File: config.mk
export PLATFORM = sky130hd
export DESIGN_NAME = frame_serializer_nch
export DESIGN_NICKNAME = d
export VERILOG_FILES = /design/src/rtl/frame_serializer_nch_pkg.sv /design/src/rtl/frame_serializer_nch_lane.sv /design/src/rtl/frame_serializer_nch.sv
export SDC_FILE = /design/constraint.sdc
export NUM_CORES = 1
export LEC_CHECK = 0
export ABC_AREA = 0
export ABC_CLOCK_PERIOD_IN_PS = 6100
export CORE_MARGIN = 10
export CORE_UTILIZATION = 55
export CTS_CLUSTER_DIAMETER = 120
export DETAILED_ROUTE_END_ITERATION = 8
export GPL_TIMING_DRIVEN = 1
export PLACE_DENSITY = 0.76
export SLEW_MARGIN = 10
export SYNTH_ARGS = -nofsm -noshare
export SYNTH_HDL_FRONTEND = slang
export SYNTH_HIERARCHICAL = 1
export SYNTH_SLANG_ARGS = --single-unit
File: constraint.sdc
create_clock -name Sclk -period 6.1 [get_ports Sclk]
set_input_delay 1.22 -clock Sclk [delete_from_list [all_inputs] [get_ports Sclk]]
set_output_delay 1.22 -clock Sclk [all_outputs]
set_load 0.02 [all_outputs]
File: src/rtl/frame_serializer_nch_pkg.sv
// Shared types and helpers for the N-channel frame serializer.
// Latency: n/a (declarations only).
// Backpressure: n/a.
package frame_serializer_nch_pkg;

    typedef enum logic {
        IDLE  = 1'b0,
        SHIFT = 1'b1
    } state_t;

    // Widest channel word the field extractor can handle.
    localparam int MAX_WIDTH = 64;

    // Bit counter width for a given transmitted bit count, never below 1.
    function automatic int cnt_width(input int out_bits);
        return (out_bits <= 2) ? 1 : $clog2(out_bits);
    endfunction

    // Right-align the top out_bits bits of a width-bit channel word; the caller
    // keeps the low out_bits bits of the result, so the truncated LSBs drop away.
    function automatic logic [MAX_WIDTH-1:0] extract_field(
        input logic [MAX_WIDTH-1:0] word,
        input int                   width,
        input int                   out_bits
    );
        return word >> (width - out_bits);
    endfunction

endpackage

File: src/rtl/frame_serializer_nch_lane.sv
// One serializer lane: holding register, shift register and bit-order select.
// Latency: output bit is a register bit, valid the cycle after transfer.
// Backpressure: none; obeys load/transfer/shift strobes from the shared FSM.
module serializer_lane
    import frame_serializer_nch_pkg::*;
#(
    parameter int WIDTH     = 40,
    parameter int OUT_BITS  = 40,
    parameter int LSB_FIRST = 0
) (
    input  logic             i_sclk,
    input  logic             i_reset_n,
    input  logic             i_clear,
    input  logic             i_load,
    input  logic             i_xfer,
    input  logic             i_shift,
    input  logic [WIDTH-1:0] i_word,
    output logic             o_bit
);

    logic [OUT_BITS-1:0] r_hold;
    logic [OUT_BITS-1:0] r_shift;
    logic [OUT_BITS-1:0] w_field;

    assign w_field = OUT_BITS'(extract_field(MAX_WIDTH'(i_word), WIDTH, OUT_BITS));

    // Holding register captures the kept field of an accepted load.
    always_ff @(posedge i_sclk or negedge i_reset_n) begin
        if (!i_reset_n) begin
            r_hold <= '0;
        end else if (i_clear) begin
            r_hold <= '0;
        end else if (i_load) begin
            r_hold <= w_field;
        end
    end

    // Shift register: transfer wins over shifting; zero fill empties it by word end.
    always_ff @(posedge i_sclk or negedge i_reset_n) begin
        if (!i_reset_n) begin
            r_shift <= '0;
        end else if (i_clear) begin
            r_shift <= '0;
        end else if (i_xfer) begin
            r_shift <= r_hold;
        end else if (i_shift) begin
            r_shift <= (LSB_FIRST != 0) ? (r_shift >> 1) : (r_shift << 1);
        end
    end

    assign o_bit = (LSB_FIRST != 0) ? r_shift[0] : r_shift[OUT_BITS-1];

endmodule

File: src/rtl/frame_serializer_nch.sv
// N-channel lock-step parallel-to-serial output stage with error flags.
// Latency: first serial bit and OutReady one Sclk after Frame is sampled.
// Backpressure: load_ready low while hold is full; extra loads set overrun.
module frame_serializer_nch
    import frame_serializer_nch_pkg::*;
#(
    parameter int NCH       = 2,
    parameter int WIDTH     = 40,
    parameter int OUT_BITS  = 40,
    parameter int LSB_FIRST = 0
) (
    input  logic                 Sclk,
    input  logic                 Reset_n,
    input  logic                 Clear,
    input  logic                 Frame,
    input  logic                 load,
    input  logic [NCH*WIDTH-1:0] data_in,
    output logic                 load_ready,
    output logic [NCH-1:0]       OutputSerial,
    output logic                 OutReady,
    output logic                 overrun,
    output logic                 underrun,
    output logic                 frame_err
);

    localparam int CNT_W = cnt_width(OUT_BITS);

    state_t           r_state;
    logic [CNT_W-1:0] r_cnt;
    logic             r_hold_full;
    logic             r_out_ready;
    logic             r_overrun;
    logic             r_underrun;
    logic             r_frame_err;

    logic w_frame_ok;
    logic w_xfer;
    logic w_load_acc;
    logic w_shift;

    // A Frame is honoured when idle or on the last bit (back-to-back words).
    assign w_frame_ok = Frame && ((r_state == IDLE) || (r_cnt == '0));
    assign w_xfer     = w_frame_ok && r_hold_full;
    // A load is accepted into an empty hold or one being consumed this cycle.
    assign w_load_acc = load && (!r_hold_full || w_xfer);
    assign w_shift    = (r_state == SHIFT);

    // Shared FSM and bit counter; OutReady registered alongside the state.
    always_ff @(posedge Sclk or negedge Reset_n) begin
        if (!Reset_n) begin
            r_state     <= IDLE;
            r_cnt       <= '0;
            r_out_ready <= 1'b0;
        end else if (Clear) begin
            r_state     <= IDLE;
            r_cnt       <= '0;
            r_out_ready <= 1'b0;
        end else if (w_xfer) begin
            r_state     <= SHIFT;
            r_cnt       <= CNT_W'(OUT_BITS - 1);
            r_out_ready <= 1'b1;
        end else if (r_state == SHIFT) begin
            if (r_cnt == '0) begin
                r_state     <= IDLE;
                r_out_ready <= 1'b0;
            end else begin
                r_cnt <= r_cnt - 1'b1;
            end
        end
    end

    // Hold occupancy: an accepted load refills even when the hold is transferred.
    always_ff @(posedge Sclk or negedge Reset_n) begin
        if (!Reset_n) begin
            r_hold_full <= 1'b0;
        end else if (Clear) begin
            r_hold_full <= 1'b0;
        end else if (w_load_acc) begin
            r_hold_full <= 1'b1;
        end else if (w_xfer) begin
            r_hold_full <= 1'b0;
        end
    end

    // Sticky error flags, cleared only by reset or Clear.
    always_ff @(posedge Sclk or negedge Reset_n) begin
        if (!Reset_n) begin
            r_overrun   <= 1'b0;
            r_underrun  <= 1'b0;
            r_frame_err <= 1'b0;
        end else if (Clear) begin
            r_overrun   <= 1'b0;
            r_underrun  <= 1'b0;
            r_frame_err <= 1'b0;
        end else begin
            if (load && !w_load_acc)       r_overrun   <= 1'b1;
            if (w_frame_ok && !r_hold_full) r_underrun  <= 1'b1;
            if (Frame && !w_frame_ok)      r_frame_err <= 1'b1;
        end
    end

    for (genvar k = 0; k < NCH; k++) begin : g_lane
        serializer_lane #(
            .WIDTH    (WIDTH),
            .OUT_BITS (OUT_BITS),
            .LSB_FIRST(LSB_FIRST)
        ) u_lane (
            .i_sclk   (Sclk),
            .i_reset_n(Reset_n),
            .i_clear  (Clear),
            .i_load   (w_load_acc),
            .i_xfer   (w_xfer),
            .i_shift  (w_shift),
            .i_word   (data_in[k*WIDTH +: WIDTH]),
            .o_bit    (OutputSerial[k])
        );
    end

    assign load_ready = !r_hold_full;
    assign OutReady   = r_out_ready;
    assign overrun    = r_overrun;
    assign underrun   = r_underrun;
    assign frame_err  = r_frame_err;

endmodule
==> impl_metrics.env <==
export IMPL_fin_crit_sh=0.6297
export IMPL_die_w_um=140.2
export IMPL_crit_family="buffers and inverters"
export IMPL_r2r_setup_slack_ps=2530
export IMPL_wl_per_cell_um=17.43
export IMPL_layout_drive_gt1_share=0.06225
export IMPL_sw_frac_of_total=0.2373
export IMPL_path_clk_slew_ps=60
export IMPL_cp_start_kind="input pin"
export IMPL_min_path_cells=2
export IMPL_die_area_sq_um=19650
export IMPL_rsz0062_at_grt="no"
export IMPL_num_rows=43
export IMPL_fin_skew_ps=8.250
export IMPL_synthArstFlopShare=1.000
export IMPL_wl_met3_um=587
export IMPL_pwr_density_cell_nw_per_um2=286.0
export IMPL_cts_tree="yes"
export IMPL_cts_setup_buffers=0
export IMPL_yosysWarnings=6
export IMPL_yosys_top_cells_area="dfrtp_1, mux2i_1, a211oi_1, nor2b_1, nor2_1"
export IMPL_drt_met1_wl_mm=7.969
export IMPL_grt_pass1_wl_mm=27.29
export IMPL_vias_per_cell=5.566
export IMPL_hpwl_mm=9.937
export IMPL_crit_path_top_delay_cell="clkinv_1"
export IMPL_max_freq_mhz=260.3
export IMPL_startpoint="Frame"
export IMPL_drt_total_wl_mm=16.30
export IMPL_arrival_ps=4140
export IMPL_drt_iter0_markers=318
export IMPL_wl_met2_mm=7.599
export IMPL_grt_pass1_vias=5406
export IMPL_fin_hold_ws_ps=502.3
export IMPL_slowest_delay_ps=1110
export IMPL_grt_max_degree=121
export IMPL_seqPwrFrac=0.469
export IMPL_internal_power_mw=2.061
export IMPL_cap_violations=0
export IMPL_synth_edf_count=0
export IMPL_portBuffers=91
export IMPL_syn_num_nets=771
export IMPL_post_cts_resized=0
export IMPL_holdPathEnd="underrun"
export IMPL_r2r_start="r_cnt[0]"
export IMPL_cp_max_fo=39
export IMPL_crit_path_end_kind="flip-flop"
export IMPL_syn_area_sq_um=7944
export IMPL_ys_seq_elements=172
export IMPL_h_tree_depth=4
export IMPL_tightestPinTransition_ps=1267
export IMPL_tns_ps=0
export IMPL_hp_class="flip-flop to flip-flop"
export IMPL_critPathRequiredTime_ps=6400
export IMPL_synth_ff_type="dfrtp_1"
export IMPL_pwr_share_comb=0.125
export IMPL_synth_distinct_cells=33
export IMPL_relSlewSlack=0.1541
export IMPL_clockBufferDepth=2
export IMPL_antenna_diode_count=0
export IMPL_fp_coreArea_sq_um=14040
export IMPL_track_usage=0.1654
export IMPL_place_area_sq_um=8838
export IMPL_synth_seq_area_share=0.5418
export IMPL_synth_area_per_cell_sq_um=11.60
export IMPL_finalHoldViolations=0
export IMPL_clock_latency_ps=420
export IMPL_cts_root_buffer="clkbuf_16"
export IMPL_vias=5204
export IMPL_synth_top_area_frac=0.5418
export IMPL_utilization=0.6728
export IMPL_outcome="finished, final reports clean"
export IMPL_ir_worst_vdd_mv=0.2762
export IMPL_clkPwrFrac=0.406
export IMPL_r2r_cells=7
export IMPL_min_from="underrun"
export IMPL_cts_sinks=172
export IMPL_worst_path_buf_inv=2
export IMPL_reg2reg_to="g_lane[0].u_lane/r_shift[28]"
export IMPL_ctsHoldBuffers=0
export IMPL_top_layer_used="met4"
export IMPL_yosys_area_top_type="dfrtp_1"
export IMPL_start_util=0.5657
export IMPL_numCtsBuffers=17
export IMPL_crit_path_cell_trace="clkdlybuf4s50_1, nand2_1, nor2_4, clkinv_1, a211oi_1"
export IMPL_synthCells=685
export IMPL_drc=0
export IMPL_setup_viol=0
export IMPL_path_class="input pin to flip-flop"
export IMPL_ios=92
export IMPL_final_nets=828
export IMPL_fin_crit_ps=3841
export IMPL_leakagePower_nw=4.151
export IMPL_detail_route_antenna_nets=0
export IMPL_syn_to_final_growth_pct=18.93
export IMPL_grt_overflow=0
export IMPL_die_h_um=140.2
export IMPL_antenna_found_initial=0
export IMPL_final_area_sq_um=9448
export IMPL_firstDrtPassIters=4
export IMPL_power_switching_mw=0.6412
export IMPL_finalWeightedCongestion=0.8623
export IMPL_drv_slew=0
-- power by group through the flow --
stage | Clock (mW) | Combinational (mW) | Sequential [mW]
final | 1.10 | 0.337 | 1.27
after detailed placement | 0 | 0.337 | 1.29
after global routing | 1.16 | 0.371 | 1.28
after global placement | 0 | 0.326 | 1.28
after CTS | 1.11 | 0.340 | 1.27
after floorplan | 0 | 0.225 | 1.27
-- per-stage QoR --
step	total power [mW]	cells	setup WS (ps)
floorplan	1.495	685	3670
CTS	2.721	935	2669
global route	2.810	935	1959
detailed placement	1.624	903	2220
global placement	1.610	903	2323
finish	2.702	935	2259
-- final cells by class --
cell class                      count  area (sq um)
Clock buffer                       26         529.3
Clock inverter                      6         80.08
Fill cell                        1041          4594
Inverter                            5         18.77
Multi-Input combinational cell    450          3327
Sequential cell                   172          4308
Tap cell                          180         225.2
Timing Repair Buffer               96         959.7
-- cells in the mapped netlist (2+ instances only) --
library cell and instances:
a211oi_1 80, a21oi_1 6, a311oi_1 2, buf_2 13, buf_4 2, buf_6 9
clkbuf_1 34, dfrtp_1 172, inv_1 5, mux2i_1 159, nand2_1 5, nor2_1 91
nor2b_1 82, nor3_1 4, o21ai_0 2, or3b_1 2
-- logic make-up (layout without fill, tap and decap cells) --
logic type               count (synthesis)  after routing  synth area share
adder cells (fa/ha/maj)                  1              1          0.001575
AND/OR/NAND/NOR                        191            191            0.1214
XOR/XNOR                                 1              1          0.001103
AO/OA/AOI/OAI                           98             98           0.09246
flip-flops                             172            172            0.5418
buffers and inverters                   63            133           0.04127
multiplexers                           159            159            0.2003
-- layout by cell type, fill, tap and decap left out, types with 2 or more instances in the layout --
cell,netlist,layout
a211oi_1,80,80
a21oi_1,6,6
a311oi_1,2,2
buf_4,2,5
bufinv_16,0,2
clkbuf_1,34,2
clkbuf_16,0,17
clkbuf_8,0,7
clkdlybuf4s50_1,0,89
clkinv_2,0,4
dfrtp_1,172,171
inv_1,5,4
mux2i_1,159,159
nand2_1,5,5
nor2_1,91,90
nor2b_1,82,81
nor3_1,4,4
o21ai_0,2,2
or3b_1,2,2
-- metal layers --
| metal | GRT usage | up-vias |
|---|---|---|
| met4 | 0.04511 | 0 |
| met2 | 0.2532 | 88 |
| met3 | 0.04361 | 16 |
| met1 | 0.2266 | 2579 |
| met5 | 0 | - |
| li1 | - | 2521 |
-- worst max path at each step --
stage	end	slack, ps	cells after the start
3_3_place_gp	g_lane[1].u_lane/r_hold[0]	2320	7
5_1_grt	g_lane[0].u_lane/r_shift[29]	1960	5
2_1_floorplan	g_lane[0].u_lane/r_shift[29]	3670	6
6_report	g_lane[0].u_lane/r_shift[28]	2260	5
4_1_cts	g_lane[1].u_lane/r_hold[38]	2670	7
3_5_place_dp	g_lane[0].u_lane/r_hold[34]	2220	7
-- worst register-to-register path: cells and delay by family (launching register included) --
kind            cells  cell delay (ps)
buf+inv             2             1190
simple gates        2              800
compound gates      2              750
flops               1              440
fa+ha+maj           1              260
-- registers in the layout, summed over array words and instances (netlist names) --
name and flops:
OutReady 1, frame_err 1, g_lane.u_lane/r_hold 80, g_lane.u_lane/r_shift 80, overrun 1, r_cnt 6, r_hold_full 1, r_state 1
underrun 1
Power figures use the tool's default switching activity.
